$ cat config.mk
export PLATFORM = sky130hd
export DESIGN_NAME = seq_bit_serializer
export DESIGN_NICKNAME = d
export VERILOG_FILES = /design/src/rtl/seq_pkg.sv /design/src/rtl/ser_shift_reg.sv /design/src/rtl/seq_bit_serializer.sv
export SDC_FILE = /design/constraint.sdc
export NUM_CORES = 1
export LEC_CHECK = 0
export CAP_MARGIN = 5
export CORE_ASPECT_RATIO = 1.2
export CORE_UTILIZATION = 51
export DETAILED_ROUTE_END_ITERATION = 6
export PLACE_DENSITY = 0.76
export SLEW_MARGIN = 20
export SYNTH_ARGS = -nofsm -noshare
export SYNTH_HDL_FRONTEND = slang
export SYNTH_SLANG_ARGS = --single-unit
$ cat constraint.sdc
create_clock -name clk -period 2.15 [get_ports clk]
set_clock_uncertainty 0.15 [all_clocks]
set_input_delay 0.3225 -clock clk [delete_from_list [all_inputs] [get_ports clk]]
set_output_delay 0.3225 -clock clk [all_outputs]
set_load 0.05 [all_outputs]
$ cat src/rtl/seq_pkg.sv
// Constants shared by the word serializer and the downstream 1011 detector.
// The detector state encodings live here so benches can reuse them.
package seq_pkg;

  localparam int   DEF_WIDTH    = 8;
  localparam logic DEF_IDLE_BIT = 1'b0;

  typedef enum logic [2:0] {
    IDLE     = 3'd0,
    SEQ_1    = 3'd1,
    SEQ_10   = 3'd2,
    SEQ_101  = 3'd3,
    SEQ_1011 = 3'd4
  } det_state_e;

endpackage

$ cat src/rtl/ser_shift_reg.sv
// Output shifter: holds the word being sent, counts remaining bits and
// presents the current bit (or the idle fill) from registers.
module ser_shift_reg #(
  parameter int   WIDTH     = 8,
  parameter bit   MSB_FIRST = 1'b1,
  parameter logic IDLE_BIT  = 1'b0
) (
  input  logic                   clk,
  input  logic                   reset,
  input  logic                   load_i,
  input  logic [WIDTH-1:0]       load_data_i,
  output logic [$clog2(WIDTH):0] cnt_o,
  output logic                   ser_bit_o,
  output logic                   ser_valid_o
);

  localparam int CW = $clog2(WIDTH) + 1;

  logic [WIDTH-1:0] sr_q, sr_d;
  logic [CW-1:0]    cnt_q, cnt_d;
  logic             ser_bit_q, ser_bit_d;
  logic             ser_valid_q;

  always_comb begin
    sr_d      = sr_q;
    cnt_d     = cnt_q;
    ser_bit_d = IDLE_BIT;
    if (load_i) begin
      sr_d  = load_data_i;
      cnt_d = CW'(WIDTH);
    end else if (cnt_q != '0) begin
      sr_d  = MSB_FIRST ? {sr_q[WIDTH-2:0], 1'b0} : {1'b0, sr_q[WIDTH-1:1]};
      cnt_d = cnt_q - CW'(1);
    end
    // Output bit is chosen from next state so it can be registered.
    if (cnt_d != '0) begin
      ser_bit_d = MSB_FIRST ? sr_d[WIDTH-1] : sr_d[0];
    end
  end

  always_ff @(posedge clk) begin
    sr_q <= sr_d;
    if (reset) begin
      cnt_q       <= '0;
      ser_bit_q   <= IDLE_BIT;
      ser_valid_q <= 1'b0;
    end else begin
      cnt_q       <= cnt_d;
      ser_bit_q   <= ser_bit_d;
      ser_valid_q <= (cnt_d != '0);
    end
  end

  assign cnt_o       = cnt_q;
  assign ser_bit_o   = ser_bit_q;
  assign ser_valid_o = ser_valid_q;

endmodule

$ cat src/rtl/seq_bit_serializer.sv
// Word-to-bit serializer: one-word holding buffer behind a valid/ready
// handshake, feeding a shifter that reloads on its last bit for gap-free output.
module seq_bit_serializer
  import seq_pkg::*;
#(
  parameter int   WIDTH     = DEF_WIDTH,
  parameter bit   MSB_FIRST = 1'b1,
  parameter logic IDLE_BIT  = DEF_IDLE_BIT
) (
  input  logic             clk,
  input  logic             reset,
  input  logic [WIDTH-1:0] in_data,
  input  logic             in_valid,
  output logic             in_ready,
  output logic             ser_bit,
  output logic             ser_valid,
  output logic             busy
);

  localparam int CW = $clog2(WIDTH) + 1;

  logic [WIDTH-1:0] hold_q, hold_d;
  logic             hold_full_q, hold_full_d;
  logic [CW-1:0]    cnt;
  logic             accept;
  logic             load;

  assign in_ready = !hold_full_q && !reset;
  assign accept   = in_valid && in_ready;
  // Reloading while the last bit is still on the line keeps the stream gap-free.
  assign load     = hold_full_q && ((cnt == CW'(0)) || (cnt == CW'(1)));

  always_comb begin
    hold_d      = hold_q;
    hold_full_d = hold_full_q;
    if (load) begin
      hold_full_d = 1'b0;
    end
    if (accept) begin
      hold_d      = in_data;
      hold_full_d = 1'b1;
    end
  end

  always_ff @(posedge clk) begin
    hold_q <= hold_d;
    if (reset) begin
      hold_full_q <= 1'b0;
    end else begin
      hold_full_q <= hold_full_d;
    end
  end

  ser_shift_reg #(
    .WIDTH    (WIDTH),
    .MSB_FIRST(MSB_FIRST),
    .IDLE_BIT (IDLE_BIT)
  ) u_shift (
    .clk        (clk),
    .reset      (reset),
    .load_i     (load && !reset),
    .load_data_i(hold_q),
    .cnt_o      (cnt),
    .ser_bit_o  (ser_bit),
    .ser_valid_o(ser_valid)
  );

  assign busy = hold_full_q || (cnt != '0);

endmodule
==> impl_results.md <==
- HPWL after detailed placement: 1.11 mm
- Cells along the critical path: inv_1 > ha_4 > or3b_4 > or2_4 > buf_8
- Worst Hold Path EP: u_shift.ser_bit_o
- Power per cell area: 1450 nW/um^2
- CTS tree: yes
- FILL cells: 124
- Diodes inserted: 0
- Most frequent cells in the layout: 15 x edfxtp_1, 14 x nand2_1, 12 x clkdlybuf4s50_1
- First-pass GRT wire length: 2.62 mm
- RSZ-0062 raised after global routing: false
- Tot Pwr: 1790 uW
- Area growth syn-to-layout: 28.2%
- Worst Hold Launch: hold_q[7]
- Vias in the first global route: 621
- Fraction of layout cells with a size suffix above 1: 0.255
- Reg-to-Reg Start: u_shift.cnt_o[0]
- Final period util: 0.973
- Max-cap viol count: 0
- Global-route usage over all layers: 0.173
- Initial DRC Count: 11
- TritonCTS Buffers: 3
- Crit-path max cell delay: 0.37 ns
- Sequential share of the synthesized area: 0.636
- Worst path required time: 1.68 ns
- Area of the core: 1700 um^2
- H-tree levels: 1
- Total Nets Final: 116
- Status: complete, no violations
- First-pass DRT Iterations: 4
- Synthesized Nets: 92
- Worst hold stages: 1
- Number of vias per cell: 5.30
- Final setup violation count: 0
- TNS Setup: 0 ns
- VDD IR max: 851 uV
- Nature of the critical path endpoint: output port
- Die width: 41.6 um
- Slew HR: 0.668
- Cells after Synth: 79
- Skew-Pair Late Insertion Delay: 0.31 ns
- Synth Warn #: 0
- Root buffer cell: clkbuf_4
- Final hold violation count: 0
- Critical Path Start Type: flip-flop
- Fmax: 0.478 GHz
- Clock transition at path regs: 0.12 ns
- Final GP Congestion: 0.786
- Worst-margin pin slew: 0.496 ns
- Yosys cell types: 28
- Capturing point of the worst reg2reg path: u_shift.sr_q[0]
- Critical path fanouts, max: 2
- Reg2reg path depth: 7
- Grt ovf: 0
- Largest net degree at the start of global routing: 21
- Bufs on Longest Clock Path: 2
- Worst Path Buf+Inv: 2
- Initial core utilization: 0.564
- HP Class: flip-flop to flip-flop
- Mapped Area: 960 um^2
- Final min period: 2.09 ns
- Leakage: 0.000461 uW
- Antenna-violating nets left: 0
- Chip Height: 49.5 um
- Reg2Reg Setup Slack: 0.14 ns
- Core Rows: 16
- Worst EP arrival: 1.62 ns
- Avg Inst Size Synth: 12.1 um^2
- DR WL/cell: 13.1 um
- Remaining DRCs: 0
- Kind of critical path: flip-flop to output port
- I/O pin count: 15
- Area occupied by multi-input gates: 338 um^2
- Most common cell after layout, fill and taps aside: edfxtp_1
- Drt total wl: 1.57 mm
- Via count: 636
- Yosys reg bits: 23
- Slowest cell on the critical path: or3b_4
- Sinks on Clock Net: 23
- Levels on crit path: 5
- DIE AREA: 2060 um^2
- Reg area: 612 um^2
- Top delay family on crit path: simple AND/OR/NAND/NOR gates
- Max-slew violation count: 0
- Initial antenna violation count: 0
- IO Port Bufs: 14
- Hold buffers post-CTS: 0
[worst max-delay path by stage]
stage	startpoint	end	slack, ns
floorplan	u_shift.cnt_o[0]	busy	0.08
global placement	u_shift.cnt_o[1]	busy	0.13
detailed placement	u_shift.cnt_o[1]	u_shift.sr_q[5]	0.07
CTS	u_shift.cnt_o[1]	busy	0.05
global route	u_shift.cnt_o[0]	busy	0.007
finish	u_shift.cnt_o[0]	busy	0.06
[layer usage]
layer  part of all wire  vias up  track usage
li1                   -      324            -
met1               0.46      296        0.224
met2               0.49       11        0.255
met3              0.019        5       0.0366
met4              0.029        0        0.124
met5                  0        -            0
[layout make-up]
type / count / area share
Multi-Input combinational cell: 50 / 0.275
Tap cell: 18 / 0.0183
Clock buffer: 3 / 0.0183
Sequential cell: 23 / 0.497
Clock inverter: 1 / 0.00407
Timing Repair Buffer: 23 / 0.181
Inverter: 2 / 0.00610
[stage by stage]
step                      instances  instance area, um^2  utilization  hold WS [ns]  setup slack [ns]
after global routing            120                 1230        0.723         0.386           0.00682
after floorplan                  79                  960            -         0.271            0.0792
after CTS                       120                 1230        0.723         0.380            0.0533
final                           120                 1230        0.723         0.375            0.0585
after global placement          112                 1150        0.675         0.335             0.129
after detailed placement        112                 1150        0.675         0.351            0.0693
[sequential cells by signal, indices dropped and copies added (netlist names)]
register	count
u_shift.sr_q	8
hold_q	8
u_shift.ser_bit_o	1
u_shift.cnt_o	4
u_shift.ser_valid_o	1
hold_full_q	1
[synthesized netlist by cell type]
master     count  area share
edfxtp_1      15        0.47
nand2_1       14       0.055
dfxtp_1        8        0.17
o21ai_0        7       0.037
nor2_1         5       0.020
a21oi_1        2       0.010
and2_1         2       0.013
buf_2          2       0.010
ha_1           2       0.026
inv_1          2      0.0078
nor3_1         2       0.010
or2_2          2       0.013
a2111oi_2      1       0.016
a32o_1         1       0.010
buf_6          1       0.012
clkbuf_1       1      0.0039
mux2_2         1       0.012
mux2_4         1       0.016
mux2i_1        1       0.010
nand2b_1       1      0.0065
nand3b_1       1      0.0078
nor2b_1        1      0.0065
nor4_1         1      0.0065
o21a_1         1      0.0078
o32ai_2        1       0.017
or3b_4         1       0.012
xnor2_1        1      0.0091
xor2_1         1      0.0091
[repair_timing]
action	4_1_cts	5_1_grt
setup buffers	4	0
endpoints found under the setup margin	1	0
resized for setup	7	0
[report_power, final]
group | total (uW) | internal [uW] | switching, uW
clock | 199 | 69.7 | 130
sequential | 713 | 651 | 62.0
combinational | 874 | 421 | 453
[cells by family (layout without fill, tap and decap cells)]
logic type      Yosys count  after routing  synth area share
simple gates             30             30             0.150
compound gates           13             13            0.0978
xor+xnor                  2              2            0.0183
flops                    23             23             0.636
buf+inv                   6             29            0.0339
fa+ha+maj                 2              2            0.0261
mux                       3              3            0.0378
Power figures use the tool's default switching activity.
==> RTL edit 1: new RTL, same flow settings <==
Change the package constant `DEF_WIDTH` from 8 to 16.
--- a/src/rtl/seq_pkg.sv
+++ b/src/rtl/seq_pkg.sv
@@ -4,3 +4,3 @@
 
-  localparam int   DEF_WIDTH    = 8;
+  localparam int   DEF_WIDTH    = 16;
   localparam logic DEF_IDLE_BIT = 1'b0;
Ports: changed (resized in_data); port bits go from 15 to 23. No check against the original RTL was run, so the function may have changed too.
==> RTL edit 1 against the unedited design <==
- clock power rose by 79%
- setup slack worse by 0.016 ns
- area after synthesis rose by 67%
- fmax shrank 0.74%
- core utilization is 3.5 points lower
- count of clock-buffer cells in the layout rose by 2
- sequential cell count rose by 17
- routed wire length up 72%
- synthesized cell count is 27% higher
- worst hold slack worse by 0.0059 ns
- cell area rose by 62%
- total power is 68% higher
- largest cell class unchanged
- largest power group unchanged
- highest routed layer unchanged
==> RTL edit 1: results (changes against the unedited design) <==
slowest CP cell -> dfxtp_2 (was or3b_4)
Seq cells post-synth -> 40 (was 23)
Yosys cell types -> 30 (was 28)
H-tree levels -> 2 (was 1)
max incr delay on CP -> 0.36 ns
Post-CTS Setup Repair Bufs -> 1 (was 4)
Placer Congestion -> 0.9599 (was 0.7861)
Internal -> 1.934 mW (was 1.141 mW)
worst hold path class -> in -> reg (was reg -> reg)
Buffers excl. clock -> 31 (was 23)
Post-Syn Area per Cell -> 16.02 um^2 (was 12.15 um^2)
1st-iter DRT viols -> 26 (was 11)
clk cell area share -> 2.519% (was 2.238%)
Seq/Total Area, Yosys -> 69.37% (was 63.62%)
Signal buf overhead -> 15.49% (was 18.11%)
Vias/cell -> 5.554 (was 5.300)
commonest cells in the netlist -> 31 x edfxtp_1, 14 x a22o_1, 9 x dfxtp_1 (was 15 x edfxtp_1, 14 x nand2_1, 8 x dfxtp_1)
initial antenna violation count -> 0 (unchanged)
largest net degree at the start of global routing -> 17 (was 21)
post-CTS sizing -> 3 (was 7)
multi-input gates -> 54 (was 50)
syn_nets -> 122 (was 92)
R2R Path Start -> u_shift.cnt_o[2]$_SDFF_PP0_ (was u_shift.cnt_o[0]$_SDFF_PP0_)
flop-to-flop setup slack -> 0.11 ns (was 0.14 ns)
Peak supply drop -> 1.048 mV (was 0.8510 mV)
worst hold margin -> 0.3694 ns (was 0.3754 ns)
Hold EP -> hold_q[10]$_DFFE_PP_ (was u_shift.ser_bit_o$_SDFF_PP0_)
Placement Cell Area -> 1899 um^2 (was 1149 um^2)
CP Max Fanout -> 4 (was 2)
multi-input logic area -> 465.4 um^2 (was 337.8 um^2)
P_leak -> 0.7411 nW (was 0.4606 nW)
Synth area leaders -> edfxtp_1 58%, dfxtp_1 11%, a22o_1 7.7% (was edfxtp_1 47%, dfxtp_1 17%, nand2_1 5.5%)
Worst setup endpoint -> busy (unchanged)
Skew-Pair Late Insertion Delay -> 0.35 ns (was 0.31 ns)
CLK BUF -> 5 (was 3)
diodes inserted -> 0 (unchanged)
Hold Crit Depth -> 1 (unchanged)
number of flops mapped to enable cells by yosys -> 31 (was 15)
Hold Crit Start -> in_data[10] (was hold_q[7]$_DFFE_PP_)
layout cells sized above 1 -> 25.37% (was 25.49%)
Routed WL -> 2705 um (was 1569 um)
worst rel slew slack -> 67.33% (was 66.84%)
# nets final -> 156 (was 116)
sequential portion of the cell area -> 56.05% (was 49.75%)
critical path data arrival time -> 1.63 ns
TritonCTS Buffers -> 5 (was 3)
status -> completed (unchanged)
Clk pin slew, worst setup/hold paths -> 0.11 ns
sequential cell area -> 1114 um^2 (was 611.8 um^2)
HPWL Detailed -> 1801 um (was 1108 um)
port buffer count -> 22 (was 14)
Total GRT Usage -> 19.40% (was 17.28%)
WL per Instance -> 16.10 um (was 13.08 um)
number of global-route vias before repair -> 932 (was 621)
first-pass GRT wire length -> 4450 um (was 2615 um)
Layout fillers -> 214 (was 124)
Yosys Warn Count -> 0 (unchanged)
Root Buffer -> clkbuf_4 (unchanged)
r2r worst-path depth -> 3 (was 7)
Crit path max-delay family -> simple AND/OR/NAND/NOR gates (unchanged)
==> RTL edit 1: cell types whose count changed after synthesis, moves of 2 or more <==
cell / unedited run / this run
edfxtp_1: 15 / 31
nor3_1: 2 / 4
or2_2: 2 / 0
nor2_1: 5 / 8
nand2_1: 14 / 2
buf_2: 2 / 0
o21ai_0: 7 / 1
a21oi_1: 2 / 0
or2b_1: 0 / 2
a22o_1: 0 / 14
==> RTL edit 1: kinds of logic after synthesis <==
| group | after synthesis | synth area share [%] |
|---|---|---|
| compound gates | 17 | 9.297 |
| xor+xnor | 3 | 1.641 |
| fa+ha+maj | 3 | 2.344 |
| buf+inv | 6 | 2.578 |
| flops | 40 | 69.37 |
| mux | 3 | 2.578 |
| simple gates | 28 | 12.19 |
==> RTL edit 1: worst register-to-register path, stage by stage (launching register included) <==
cell and delay [ns]:
dfxtp_1 0.40, or3_4 0.44, nor3_4 0.32, or2b_2 0.40
==> RTL edit 1: per-layer routing <==
metal | vias up | share of wire, % | GRT usage [%]
met5 | - | 0 | 0
met4 | 0 | 1.7 | 7.895
met3 | 5 | 3.9 | 7.246
met2 | 19 | 51 | 28.80
met1 | 461 | 44 | 25.28
li1 | 448 | - | -
==> RTL edit 1: power groups by stage <==
stage	clock network, mW	logic [mW]	registers [mW]
2_1_floorplan	0	0.907	1.35
3_3_place_gp	0	1.21	1.31
3_5_place_dp	0	1.25	1.32
4_1_cts	0.365	1.32	1.30
5_1_grt	0.402	1.47	1.33
6_report	0.356	1.34	1.31
==> RTL edit 1: metrics by stage <==
stage	worst slack, ns	setup TNS (ns)	power [mW]
global route	-0.002824	-0.002824	3.202
finish	0.04298	0	2.999
global placement	0.1060	0	2.518
CTS	0.005117	0	2.984
detailed placement	-0.001066	-0.001066	2.571
floorplan	0.02120	0	2.255
==> RTL edit 2: new RTL, config.mk and constraints unchanged <==
Without the edit above. `MSB_FIRST` is set to 1'b1 in 2 places; all go to 1'b0.
--- a/src/rtl/ser_shift_reg.sv
+++ b/src/rtl/ser_shift_reg.sv
@@ -4,3 +4,3 @@
   parameter int   WIDTH     = 8,
-  parameter bit   MSB_FIRST = 1'b1,
+  parameter bit   MSB_FIRST = 1'b0,
   parameter logic IDLE_BIT  = 1'b0
--- a/src/rtl/seq_bit_serializer.sv
+++ b/src/rtl/seq_bit_serializer.sv
@@ -6,3 +6,3 @@
   parameter int   WIDTH     = DEF_WIDTH,
-  parameter bit   MSB_FIRST = 1'b1,
+  parameter bit   MSB_FIRST = 1'b0,
   parameter logic IDLE_BIT  = DEF_IDLE_BIT
Behaviour: not the same (Yosys sat finds a counterexample within 4 cycles, from zero or initial values and one cycle with reset high).
==> RTL edit 2 against the unedited design <==
- non-clock buffer count did not move
- routed wire length rose by 9.9%
- count of clock-buffer cells in the layout rose by 1
- total power rose by 2.5%
- cell area rose by 0.92%
- worst hold slack improved by 0.017 ns
- setup slack got worse by 0.0057 ns
- area after synthesis rose by 0.78%
- largest power group unchanged
- sequential cell count did not move
==> RTL edit 2: results (changes against the unedited design) <==
Achievable Freq -> 0.4768 GHz (was 0.4781 GHz)
worst hold margin -> 0.3923 ns (was 0.3754 ns)
met1 GRT Util -> 22.95% (was 22.36%)
Total GRT Usage -> 19.04% (was 17.28%)
HPWL Detailed -> 1252 um (was 1108 um)
status -> completed (unchanged)
slowest CP cell -> or3b_4 (unchanged)
Vias/cell -> 5.183 (was 5.300)
GR Util met2 -> 31.25% (was 25.52%)
DR vias -> 622 (was 636)
largest net degree at the start of global routing -> 14 (was 21)
pre-CTS WS -> 0.07381 ns (was 0.06932 ns)
Routed WL -> 1724 um (was 1569 um)
Hold Crit Depth -> 2 (was 1)
placed cells -> 113 (was 112)
Peak supply drop -> 1.262 mV (was 0.8510 mV)
Seq/Total Area, Yosys -> 63.13% (was 63.62%)
R2R Path Start -> u_shift.cnt_o[1]$_SDFF_PP0_ (was u_shift.cnt_o[0]$_SDFF_PP0_)
Placement Cell Area -> 1169 um^2 (was 1149 um^2)
Placer Congestion -> 0.7291 (was 0.7861)
worst-margin pin slew -> 0.4901 ns (was 0.4958 ns)
Hold EP -> u_shift.sr_q[1]$_DFFE_PP_ (was u_shift.ser_bit_o$_SDFF_PP0_)
Yosys cell types -> 26 (was 28)
flop-to-flop setup slack -> 0.15 ns
Hold Crit Start -> hold_q[1]$_DFFE_PP_ (was hold_q[7]$_DFFE_PP_)
reg-to-reg endpoint -> u_shift.ser_bit_o$_SDFF_PP0_ (was u_shift.sr_q[0]$_DFFE_PP_)
layout cells sized above 1 -> 24.51% (was 25.49%)
CP Max Fanout -> 2 (unchanged)
Synth area leaders -> edfxtp_1 47%, dfxtp_1 17%, nand2_1 5.4% (was edfxtp_1 47%, dfxtp_1 17%, nand2_1 5.5%)
P_leak -> 0.4604 nW (was 0.4606 nW)
Skew-Pair Late Insertion Delay -> 0.31 ns (about the same)
Post-Syn Area per Cell -> 12.24 um^2 (was 12.15 um^2)
critical path data arrival time -> 1.62 ns (about the same)
first-pass GRT wire length -> 2842 um (was 2615 um)
==> RTL edit 2: cell count changes in the layout (fill, tap and decap cells not counted), sizes merged <==
| cell | unedited run | this run |
|---|---|---|
| clkinv | 1 | 0 |
| clkbuf | 3 | 4 |
==> RTL edit 2: logic make-up after synthesis <==
group           synth area share, %
flops                         63.13
xor+xnor                      1.811
fa+ha+maj                     2.587
compound gates                11.00
mux                           3.751
simple gates                  14.88
buf+inv                       2.846
==> RTL edit 2: repair_timing <==
item | CTS | global route
setup endpoints to repair | 1 | 0
buffers inserted | 3 | 0
gates resized for setup | 7 | 0
==> RTL edit 2: layout make-up <==
type,count,area (um^2)
Sequential cell,23,611.8
Multi-Input combinational cell,50,350.3
Tap cell,18,22.52
Fill cell,132,460.4
Inverter,2,7.507
Timing Repair Buffer,23,222.7
Clock buffer,4,26.28
==> RTL edit 2: routing by layer <==
metal,part of all wire (%),vias up,wire length (um)
li1,-,324,-
met1,44,283,758
met2,50,10,870
met3,2.9,5,50
met4,2.6,0,44
met5,0,-,0
==> RTL edit 2: critical path, delay by kind of cell, from the launching register on <==
kind	cells	cell delay, ns
adder cells (fa/ha/maj)	1	0.13
flip-flops	1	0.34
buffers and inverters	2	0.22
AND/OR/NAND/NOR	2	0.61
==> RTL edit 2: power breakdown <==
| group | internal, mW | switching (mW) | leakage [nW] | total, mW |
|---|---|---|---|---|
| clock network | 0.0727 | 0.127 | 0.0150 | 0.199 |
| logic | 0.440 | 0.486 | 0.231 | 0.925 |
| registers | 0.650 | 0.0568 | 0.214 | 0.707 |
| total | 1.16 | 0.669 | 0.460 | 1.83 |
